**config.mk**
```make
export PLATFORM = sky130hd
export DESIGN_NAME = atm_keypad_ctrl
export DESIGN_NICKNAME = d
export VERILOG_FILES = /design/src/rtl/atm_keypad_ctrl_pkg.sv /design/src/rtl/atm_dec_accum.sv /design/src/rtl/atm_keypad_ctrl.sv
export SDC_FILE = /design/constraint.sdc
export NUM_CORES = 1
export LEC_CHECK = 0
export CAP_MARGIN = 20
export CORE_MARGIN = 1.5
export CORE_UTILIZATION = 35
export DETAILED_ROUTE_END_ITERATION = 12
export GPL_ROUTABILITY_DRIVEN = 1
export PLACE_DENSITY_LB_ADDON = 0.3
export SLEW_MARGIN = 20
export SYNTH_ARGS = -nofsm -noshare
export SYNTH_HDL_FRONTEND = slang
export SYNTH_SLANG_ARGS = --single-unit
export TNS_END_PERCENT = 20
```
**constraint.sdc**
```tcl
create_clock -name clk -period 5.5 [get_ports clk]
set_input_delay 1.65 -clock clk [delete_from_list [all_inputs] [get_ports clk]]
set_output_delay 1.65 -clock clk [all_outputs]
set_load 0.01 [all_outputs]
```
**src/rtl/atm_keypad_ctrl_pkg.sv**
```systemverilog
// Shared definitions for the ATM keypad front end.
// Holds the FSM state encoding, keypad key codes, operation codes and a digit helper.
package atm_keypad_ctrl_pkg;

  typedef enum logic [2:0] {
    ST_IDLE        = 3'd0,
    ST_LANG_SEL    = 3'd1,
    ST_PSW_ENTRY   = 3'd2,
    ST_PSW_WAIT    = 3'd3,
    ST_OP_SEL      = 3'd4,
    ST_VAL_ENTRY   = 3'd5,
    ST_RESP_WAIT   = 3'd6,
    ST_ASK_ANOTHER = 3'd7
  } state_t;

  localparam logic [3:0] KEY_MAX_DIGIT = 4'h9;
  localparam logic [3:0] KEY_ENTER     = 4'hA;
  localparam logic [3:0] KEY_CLEAR     = 4'hB;
  localparam logic [3:0] KEY_CANCEL    = 4'hC;

  localparam logic [1:0] OP_INQ = 2'b00;
  localparam logic [1:0] OP_DEP = 2'b01;
  localparam logic [1:0] OP_WDR = 2'b10;
  localparam logic [1:0] OP_TRF = 2'b11;

  // True for keys 0-9.
  function automatic logic is_digit(input logic [3:0] k);
    return (k <= KEY_MAX_DIGIT);
  endfunction

endpackage

```
**src/rtl/atm_dec_accum.sv**
```systemverilog
// Decimal accumulator: next_val = acc*10 + digit, evaluated W+4 bits wide.
// Ports: acc (current value), digit (new BCD digit), next_val (low W bits of the
// result), overflow (result does not fit in W bits).
module atm_dec_accum #(
  parameter int unsigned W = 20
) (
  input  logic [W-1:0] acc,
  input  logic [3:0]   digit,
  output logic [W-1:0] next_val,
  output logic         overflow
);

  localparam int unsigned WW = W + 4;

  logic [WW-1:0] wide;

  // acc*10 + 9 < 16*2^W, so four extra bits never wrap.
  always_comb begin
    wide     = WW'(acc) * WW'(10) + WW'(digit);
    next_val = wide[W-1:0];
    overflow = |wide[WW-1:W];
  end

endmodule

```
**src/rtl/atm_keypad_ctrl.sv**
```systemverilog
// ATM customer-side keypad controller.
// Turns keypad strokes into language, BCD password, operation and binary value,
// issues one-cycle submit strobes and tracks the core's responses.
// Inputs : clk, rst (async, high), card_present, key_valid/key_code, op_done,
//          error, wrong_psw.
// Outputs: language, password_input, psw_valid, operation, value, cmd_valid,
//          another_service, entry_err, card_eject, card_retain, busy (all registered).
module atm_keypad_ctrl
  import atm_keypad_ctrl_pkg::*;
#(
  parameter int unsigned password_width = 16,
  parameter int unsigned balance_width  = 20,
  parameter int unsigned max_tries      = 3,
  parameter int unsigned psw_wait_cyc   = 4,
  parameter int unsigned resp_timeout   = 1024
) (
  input  logic                      clk,
  input  logic                      rst,
  input  logic                      card_present,
  input  logic                      key_valid,
  input  logic [3:0]                key_code,
  input  logic                      op_done,
  input  logic                      error,
  input  logic                      wrong_psw,
  output logic                      language,
  output logic [password_width-1:0] password_input,
  output logic                      psw_valid,
  output logic [1:0]                operation,
  output logic [balance_width-1:0]  value,
  output logic                      cmd_valid,
  output logic                      another_service,
  output logic                      entry_err,
  output logic                      card_eject,
  output logic                      card_retain,
  output logic                      busy
);

  localparam int unsigned PSW_DIGITS = password_width / 4;
  localparam int unsigned CNT_W      = $clog2(PSW_DIGITS + 1);
  localparam int unsigned TRY_W      = $clog2(max_tries + 1);
  localparam int unsigned TMR_MAX    = (resp_timeout > psw_wait_cyc) ? resp_timeout : psw_wait_cyc;
  localparam int unsigned TMR_W      = $clog2(TMR_MAX + 1);

  state_t                   state;
  logic                     card_q;
  logic [CNT_W-1:0]         dcnt;
  logic [TRY_W-1:0]         tries;
  logic [TMR_W-1:0]         timer;
  logic [balance_width-1:0] value_next_c;
  logic                     value_ovf_c;
  logic                     cancel_hit_c;
  logic                     digit_c;

  atm_dec_accum #(.W(balance_width)) u_accum (
    .acc      (value),
    .digit    (key_code),
    .next_val (value_next_c),
    .overflow (value_ovf_c)
  );

  // Cancel is honoured in every entry state and in the another-service prompt.
  always_comb begin
    digit_c      = is_digit(key_code);
    cancel_hit_c = key_valid && (key_code == KEY_CANCEL) &&
                   ((state == ST_LANG_SEL) || (state == ST_PSW_ENTRY) ||
                    (state == ST_OP_SEL)   || (state == ST_VAL_ENTRY) ||
                    (state == ST_ASK_ANOTHER));
  end

  // Session FSM with registered outputs.
  always_ff @(posedge clk or posedge rst) begin
    if (rst) begin
      state           <= ST_IDLE;
      card_q          <= 1'b0;
      dcnt            <= '0;
      tries           <= '0;
      timer           <= '0;
      language        <= 1'b0;
      password_input  <= '0;
      psw_valid       <= 1'b0;
      operation       <= OP_INQ;
      value           <= '0;
      cmd_valid       <= 1'b0;
      another_service <= 1'b0;
      entry_err       <= 1'b0;
      card_eject      <= 1'b0;
      card_retain     <= 1'b0;
      busy            <= 1'b0;
    end else begin
      card_q      <= card_present;
      psw_valid   <= 1'b0;
      cmd_valid   <= 1'b0;
      entry_err   <= 1'b0;
      card_eject  <= 1'b0;
      card_retain <= 1'b0;

      // Card removal beats any keystroke in the same cycle and ejects nothing.
      if ((state != ST_IDLE) && !card_present) begin
        state <= ST_IDLE;
        busy  <= 1'b0;
      end else if (cancel_hit_c) begin
        if (state == ST_ASK_ANOTHER) another_service <= 1'b0;
        state      <= ST_IDLE;
        busy       <= 1'b0;
        card_eject <= 1'b1;
      end else begin
        case (state)
          ST_IDLE: begin
            if (card_present && !card_q) begin
              state           <= ST_LANG_SEL;
              busy            <= 1'b1;
              password_input  <= '0;
              value           <= '0;
              another_service <= 1'b0;
              tries           <= '0;
              dcnt            <= '0;
            end
          end

          ST_LANG_SEL: begin
            if (key_valid) begin
              if (key_code == 4'd1) begin
                language <= 1'b0;
                state    <= ST_PSW_ENTRY;
              end else if (key_code == 4'd2) begin
                language <= 1'b1;
                state    <= ST_PSW_ENTRY;
              end else begin
                entry_err <= 1'b1;
              end
            end
          end

          ST_PSW_ENTRY: begin
            if (key_valid) begin
              if (digit_c) begin
                if (dcnt == CNT_W'(PSW_DIGITS)) begin
                  entry_err <= 1'b1;
                end else begin
                  password_input <= {password_input[password_width-5:0], key_code};
                  dcnt           <= dcnt + CNT_W'(1);
                end
              end else if (key_code == KEY_ENTER) begin
                if (dcnt == CNT_W'(PSW_DIGITS)) begin
                  psw_valid <= 1'b1;
                  timer     <= '0;
                  state     <= ST_PSW_WAIT;
                end else begin
                  entry_err <= 1'b1;
                end
              end else if (key_code == KEY_CLEAR) begin
                password_input <= '0;
                dcnt           <= '0;
              end
            end
          end

          // Silence for psw_wait_cyc cycles means the core accepted the password.
          ST_PSW_WAIT: begin
            if (wrong_psw) begin
              if ((tries + TRY_W'(1)) == TRY_W'(max_tries)) begin
                tries       <= tries + TRY_W'(1);
                card_retain <= 1'b1;
                busy        <= 1'b0;
                state       <= ST_IDLE;
              end else begin
                tries          <= tries + TRY_W'(1);
                password_input <= '0;
                dcnt           <= '0;
                state          <= ST_PSW_ENTRY;
              end
            end else if (timer == TMR_W'(psw_wait_cyc - 1)) begin
              state <= ST_OP_SEL;
            end else begin
              timer <= timer + TMR_W'(1);
            end
          end

          ST_OP_SEL: begin
            if (key_valid && digit_c) begin
              if (key_code == 4'd1) begin
                operation <= OP_INQ;
                value     <= '0;
                cmd_valid <= 1'b1;
                timer     <= '0;
                state     <= ST_RESP_WAIT;
              end else if ((key_code >= 4'd2) && (key_code <= 4'd4)) begin
                operation <= 2'(key_code - 4'd1);
                value     <= '0;
                state     <= ST_VAL_ENTRY;
              end else begin
                entry_err <= 1'b1;
              end
            end
          end

          ST_VAL_ENTRY: begin
            if (key_valid) begin
              if (digit_c) begin
                if (value_ovf_c) entry_err <= 1'b1;
                else             value     <= value_next_c;
              end else if (key_code == KEY_ENTER) begin
                if (value == '0) begin
                  entry_err <= 1'b1;
                end else begin
                  cmd_valid <= 1'b1;
                  timer     <= '0;
                  state     <= ST_RESP_WAIT;
                end
              end else if (key_code == KEY_CLEAR) begin
                value <= '0;
              end
            end
          end

          // op_done and error lead to the same prompt, so both are one condition.
          ST_RESP_WAIT: begin
            if (op_done || error) begin
              state <= ST_ASK_ANOTHER;
            end else if (timer == TMR_W'(resp_timeout - 1)) begin
              card_eject <= 1'b1;
              busy       <= 1'b0;
              state      <= ST_IDLE;
            end else begin
              timer <= timer + TMR_W'(1);
            end
          end

          ST_ASK_ANOTHER: begin
            if (key_valid && (key_code == KEY_ENTER)) begin
              another_service <= 1'b1;
              state           <= ST_OP_SEL;
            end
          end

          default: begin
            state <= ST_IDLE;
            busy  <= 1'b0;
          end
        endcase
      end
    end
  end

endmodule

```
==> impl_metrics.tcl, run 1 <==
set metrics [dict create \
    run_status "finished clean" \
    ys.flop_type "dfrtp_1" \
    vias 4887 \
    critPathBufInv 2 \
    path_delay_family "simple AND/OR/NAND/NOR gates" \
    p_sw_share_pct 40.3 \
    initialDrtViolationCount 527 \
    rsz0062_at_grt "false" \
    critPathKind "input port to register" \
    grt_pass1_vias 4657 \
    syn_inst 619 \
    yosysSeqAreaShare_pct 30.9 \
    setup_viol 0 \
    core-area_um2 14700 \
    area_delta_synth_final_pct 19.4 \
    worst_clock_skew_ps 4.54 \
    internal-power_mw 1.12 \
    fin_crit_sh_pct 87.4 \
    synth.avg_cell_area_um2 8.64 \
    cts-root-buf "clkbuf_16" \
    critical-path-slowest-cell "clkdlybuf4s50_1" \
    max_cap_viol_count 0 \
    pwr-share-seq_pct 34.2 \
    diodes 0 \
    p_leak_nw 2.90 \
    hold_path.class "register to register" \
    cts_setup_buffers 0 \
    fin_nets 731 \
    drc 0 \
    cp.arrival_ps 5010 \
    portBuffers 56 \
    ant_nets 0 \
    synth-edff-count 0 \
    cts_max_level 3 \
    p_switching_mw 0.754 \
    async_flop_share_pct 100 \
    place.gp.congestion 0.921 \
    combPwrFrac_pct 37.1 \
    slew_violations 0 \
    rows 44 \
    clkPwrFrac_pct 28.7 \
    grt_overflow_total 0 \
    fmax_mhz 208 \
    post-route-min-period_ps 4810 \
    worstSetupEndpointType "register" \
    clkTransAtPathRegs_ps 60 \
    powerDensity_nw_per_um2 293 \
    viasPerCell 5.69 \
    numCtsBuffers 9 \
    gr-usage-all-layers_pct 17.4 \
    cts_tree "done" \
    antenna_found_initial 0 \
    wl_um 13600 \
    critical_path.max_fanout 20 \
    vdd_drop_max_mv 0.158 \
    cts_buffer_depth 2 \
    yosys_register_bits 66 \
    io_pins 57 \
    initial_core_util_pct 36.4 \
    drive_above_1_share_pct 9.04 \
    required_ps 5700 \
    post_drt_wl_per_cell_um 15.8 \
    cts_hold_buf 0 \
    grt_start_max_net_pins 40 \
    max_slew_margin_pct 41.2 \
    dp_hpwl_um 10100 \
    finalHoldViolations 0 \
    critPathMaxStageDelay_ps 610 \
    ys_types 72 \
    clock-sinks 66 \
    yosys_warnings 0 \
    cts_resized 0 \
    setup_tns_ps 0 \
    start_kind "input port" \
    die_h_um 127 \
    firstDrtPassIters 6 \
    utilization_pct 43.4 \
    fill_cells 1420 \
    cp_cell_sequence "clkdlybuf4s50_1 > ha_1 > a21o_1 > a21oi_1 > nor3b_1 > nand3_1 > nor4b_1 > and4b_1 > and2_1 > mux2i_2 > buf_4 > o32ai_2" \
    syn-num-nets 680 \
    die_w_um 127 \
    clock_latency_ps 330 \
    dieArea_um2 16000 \
    synth_area_um2 5350 \
    worst_pin_slew_ps 882 \
    grt_pass1_wl_um 23000 \
]
## cell usage in the layout, fill, tap and decap left out, drive strengths merged, types with 10 or more instances in the layout
| cell | count |
|---|---|
| inv | 42 |
| a21o | 10 |
| ha | 48 |
| clkdlybuf4s50 | 56 |
| clkbuf | 12 |
| nand3 | 36 |
| a21oi | 29 |
| nand2 | 86 |
| dfrtp | 66 |
| nor4 | 17 |
| buf | 10 |
| nor2 | 39 |
| xor2 | 11 |
| o32ai | 21 |
| nor3 | 12 |
| xnor2 | 26 |
| o21ai | 32 |
## state kept, by name, summed over array words and instances, names as in the netlist, 2 cells and up
| register | cells |
|---|---|
| dcnt | 3 |
| operation | 2 |
| password_input | 16 |
| state | 3 |
| timer | 11 |
| tries | 2 |
| value | 20 |
## cell families (layout without fill, tap and decap cells)
group | Yosys count | count (layout) | synth area share, %
DFF | 66 | 66 | 30.9
and+or+nand+nor | 246 | 246 | 22.9
AOI/OAI and AO/OA | 149 | 149 | 22.4
adders and majority gates | 50 | 50 | 12.0
buffers and inverters | 68 | 124 | 5.20
xor gates and xnor gates | 37 | 37 | 6.06
muxes | 3 | 3 | 0.585
## Yosys cell counts (12+ instances only)
library cell	instances	area (um2)
nor2_1	39	146
inv_1	41	154
o21ai_0	29	145
nor3_1	12	60.1
dfrtp_1	66	1650
nand2_1	86	323
o32ai_2	20	325
ha_1	48	601
nand3_1	36	180
a21oi_1	28	140
clkbuf_1	15	56.3
nor4_1	16	100
xnor2_1	26	228
## cell type report
| cell class | count | area [um2] | share of cell area (%) |
|---|---|---|---|
| clock buffer | 12 | 256 | 4.02 |
| sequential | 66 | 1650 | 25.9 |
| clock inverter | 4 | 26.3 | 0.412 |
| tap | 184 | 230 | 3.61 |
| multi-input combinational | 485 | 3420 | 53.7 |
| inverter | 42 | 158 | 2.47 |
| timing repair buffer | 66 | 636 | 9.96 |
## path summary, 6_finish.rpt
kind	slack [ps]	cells past startpoint	from	end
min in group asynchronous	1810	2	rst	password_input[9]
hold / removal	470	2	password_input[12]	password_input[12]
setup / recovery	690	12	key_code[2]	value[17]
setup reg to reg	1080	13	value[1]	value[17]
hold reg to reg	470	2	password_input[12]	password_input[12]
max in group asynchronous	2810	3	rst	another_service
## layer usage
metal / wire length, um / global-route usage, %
met1: 6390 / 24.5
met2: 6130 / 27.4
met3: 745 / 3.12
met4: 303 / 5.21
met5: 0 / 0
## per-stage QoR
step | worst slack, ps | hold slack, ps | std cells | power, mW | cell area, um2
floorplan | 1550 | 472 | 619 | 1.13 | 5350
CTS | 746 | 474 | 859 | 1.88 | 6380
detailed placement | 419 | 461 | 843 | 1.33 | 6100
global placement | 596 | 449 | 843 | 1.32 | 6100
global route | 469 | 506 | 859 | 2.00 | 6380
finish | 691 | 469 | 859 | 1.87 | 6380
## worst register-to-register path: stages, from the launching register on
cell and delay [ps]:
dfrtp_1 470, ha_1 340, ha_1 230, fa_1 450, a21o_1 240, a221oi_2 470
xnor2_1 270, nand3_1 170, nor4b_1 450, and4b_1 330, and2_1 200, mux2i_2 210
buf_4 350, o32ai_2 130
## power groups by stage
stage / Sequential [mW] / Combinational, mW / Clock (mW)
after floorplan: 0.589 / 0.539 / 0
after global placement: 0.644 / 0.673 / 0
after detailed placement: 0.645 / 0.686 / 0
after CTS: 0.637 / 0.689 / 0.551
after global routing: 0.653 / 0.770 / 0.573
final: 0.640 / 0.695 / 0.538
Note: power is estimated with default switching activity, not from simulation.
==> run 2: changes to the inputs <==
--- a/config.mk
+++ b/config.mk
@@ -10,6 +10,7 @@
 export CORE_UTILIZATION = 35
 export DETAILED_ROUTE_END_ITERATION = 12
 export GPL_ROUTABILITY_DRIVEN = 1
+export GPL_TIMING_DRIVEN = 0
 export PLACE_DENSITY_LB_ADDON = 0.3
 export SLEW_MARGIN = 20
 export SYNTH_ARGS = -nofsm -noshare
==> run 2 against run 1 <==
Effect of this change: first-iteration DRC count is 37% lower; critical endpoint is now timer[5]; clock skew is essentially flat; sequential share of layout area is 0.23 points lower; setup slack lost 150 ps; highest routed layer unchanged; cell area rose by 0.90%; count of clock-buffer cells in the layout fell by 1; fmax is 3.0% lower.
==> impl_metrics.tcl, run 2 (synthesized netlist as in run 1, its figures left out) <==
set metrics [dict create \
    drc 0 \
    max_cap_viol_count 0 \
    fin_crit_sh_pct 90.1 \
    fmax_mhz 202 \
    dpl-instance-area_um2 6170 \
    ant_nets 0 \
    critPathBufInv 3 \
    fill_cells 1434 \
    cp_cell_sequence "clkdlybuf4s50_1 > inv_1 > ha_1 > nor2_1 > o21a_1 > and3_1 > o21ai_0 > a21oi_1 > o2111ai_1 > clkbuf_1 > a21oi_1 > nor2_1" \
    cts_buffer_depth 2 \
    reg2reg_from "value[1]" \
    firstDrtPassIters 5 \
    cts_tree "done" \
    critPathKind "input port to register" \
    holdWs_ps 463 \
    area_delta_synth_final_pct 20.5 \
    finalHoldViolations 0 \
    seqCellArea_um2 1650 \
    slew_violations 0 \
    worstHoldPathCells 2 \
    utilization_pct 43.8 \
    setup_ws_ps 544 \
    critPathMaxStageDelay_ps 660 \
    portBuffers 56 \
    critical_path.max_fanout 10 \
    place.gp.congestion 0.896 \
    cts-root-buf "clkbuf_16" \
    die_w_um 127 \
    regToRegSetupSlack_ps 1140 \
    run_status "finished clean" \
    critical-path-slowest-cell "clkdlybuf4s50_1" \
    grt_overflow_total 0 \
    dp_slack_ps 210 \
    max_slew_margin_pct 38.7 \
    required_ps 5690 \
    min-delay-start "password_input[13]" \
    cts_max_level 3 \
    diodes 0 \
    gr-usage-all-layers_pct 17.4 \
    combPwrFrac_pct 41.7 \
    antenna_found_initial 0 \
    worst_pin_slew_ps 920 \
    worstSetupEndpointType "register" \
    initial_core_util_pct 36.4 \
    wl_um 13700 \
    vdd_drop_max_mv 0.173 \
    post-route-min-period_ps 4960 \
    reg2regPathDepth 13 \
    p_leak_nw 2.91 \
    vias 4860 \
    grt_pass1_vias 4559 \
    p_switching_mw 0.770 \
    regMostFlops "value" \
    grt_pass1_wl_um 22600 \
    hold_path.class "register to register" \
    io_pins 57 \
    clock_latency_ps 330 \
    internal-power_mw 1.12 \
    start_kind "input port" \
    worst_clock_skew_ps 4.17 \
    setup_tns_ps 0 \
    powerDensity_nw_per_um2 293 \
    numCtsBuffers 9 \
    cts_resized 0 \
    post_drt_wl_per_cell_um 15.6 \
    final_area_um2 6440 \
    layout_commonest_cell "nand2_1" \
    clkTransAtPathRegs_ps 60 \
    clkPwrFrac_pct 27.8 \
    p_sw_share_pct 40.7 \
    rsz0062_at_grt "false" \
    fin_nets 748 \
    hold-path-endpoint "password_input[13]" \
    pwr-share-seq_pct 30.6 \
    cts_setup_buffers 0 \
    cp.arrival_ps 5150 \
    drive_above_1_share_pct 8.38 \
    multi_input_area_um2 3420 \
    cts_hold_buf 0 \
    core-area_um2 14700 \
    mostFrequentLayoutCells "86 x nand2_1, 66 x dfrtp_1, 56 x clkdlybuf4s50_1" \
    dp_hpwl_um 10300 \
    largest_reg_flops 20 \
    initialDrtViolationCount 330 \
    r2r-end "value[13]" \
    dieArea_um2 16000 \
    reg_top3 "value: 20 flops, password_input: 16 flops, timer: 11 flops" \
    viasPerCell 5.55 \
    setup_viol 0 \
    rows 44 \
    grt_start_max_net_pins 58 \
    clock-sinks 66 \
    die_h_um 127 \
    path_delay_family "compound AO/OA/AOI/OAI gates" \
]
==> run 2: final cells by class <==
cell class / count / area share (%)
buffer: 26 / 1.87
clock buffer: 11 / 3.77
clock inverter: 5 / 0.466
inverter: 42 / 2.49
multi-input combinational: 485 / 53.1
sequential: 66 / 25.6
tap: 184 / 3.57
timing repair buffer: 57 / 9.13
==> run 2: worst max-delay path by stage <==
stage                start       end  slack [ps]  cells after the start
3_3_place_gp   key_code[1]  timer[4]         280                     12
3_5_place_dp   key_code[1]  timer[4]         210                     12
4_1_cts        key_code[1]  timer[6]         570                     12
6_report       key_code[1]  timer[5]         540                     12
2_1_floorplan  key_code[0]  value[0]        1550                     11
5_1_grt        key_code[1]  timer[5]         180                     12
==> run 2: metal layers <==
metal / vias up / global-route usage, % / part of all wire, %
met3: 21 / 2.32 / 3.8
met2: 143 / 27.7 / 46
li1: 2393 / - / -
met1: 2303 / 24.1 / 48
met4: 0 / 6.22 / 1.9
met5: - / 0 / 0
==> run 2: worst register-to-register path, cell delays in order, from the launching register on <==
cell	delay [ps]
dfrtp_1	460
ha_1	330
ha_1	220
fa_1	440
a21o_1	240
a221oi_2	450
xnor2_1	250
nand3_1	170
nor4b_1	480
and4b_1	340
a21oi_1	90
o211ai_1	270
buf_2	340
o32ai_2	140
==> run 2: power by group through the flow <==
stage | registers (mW) | logic (mW) | clock network [mW]
after floorplan | 0.589 | 0.539 | 0
after global placement | 0.581 | 0.767 | 0
after detailed placement | 0.586 | 0.779 | 0
after CTS | 0.578 | 0.782 | 0.539
after global routing | 0.586 | 0.864 | 0.564
final | 0.578 | 0.787 | 0.524
==> run 2: stage by stage <==
stage	power, mW	std cells
global placement	1.35	859
finish	1.89	876
detailed placement	1.36	860
CTS	1.90	876
global route	2.01	876
floorplan	1.13	619
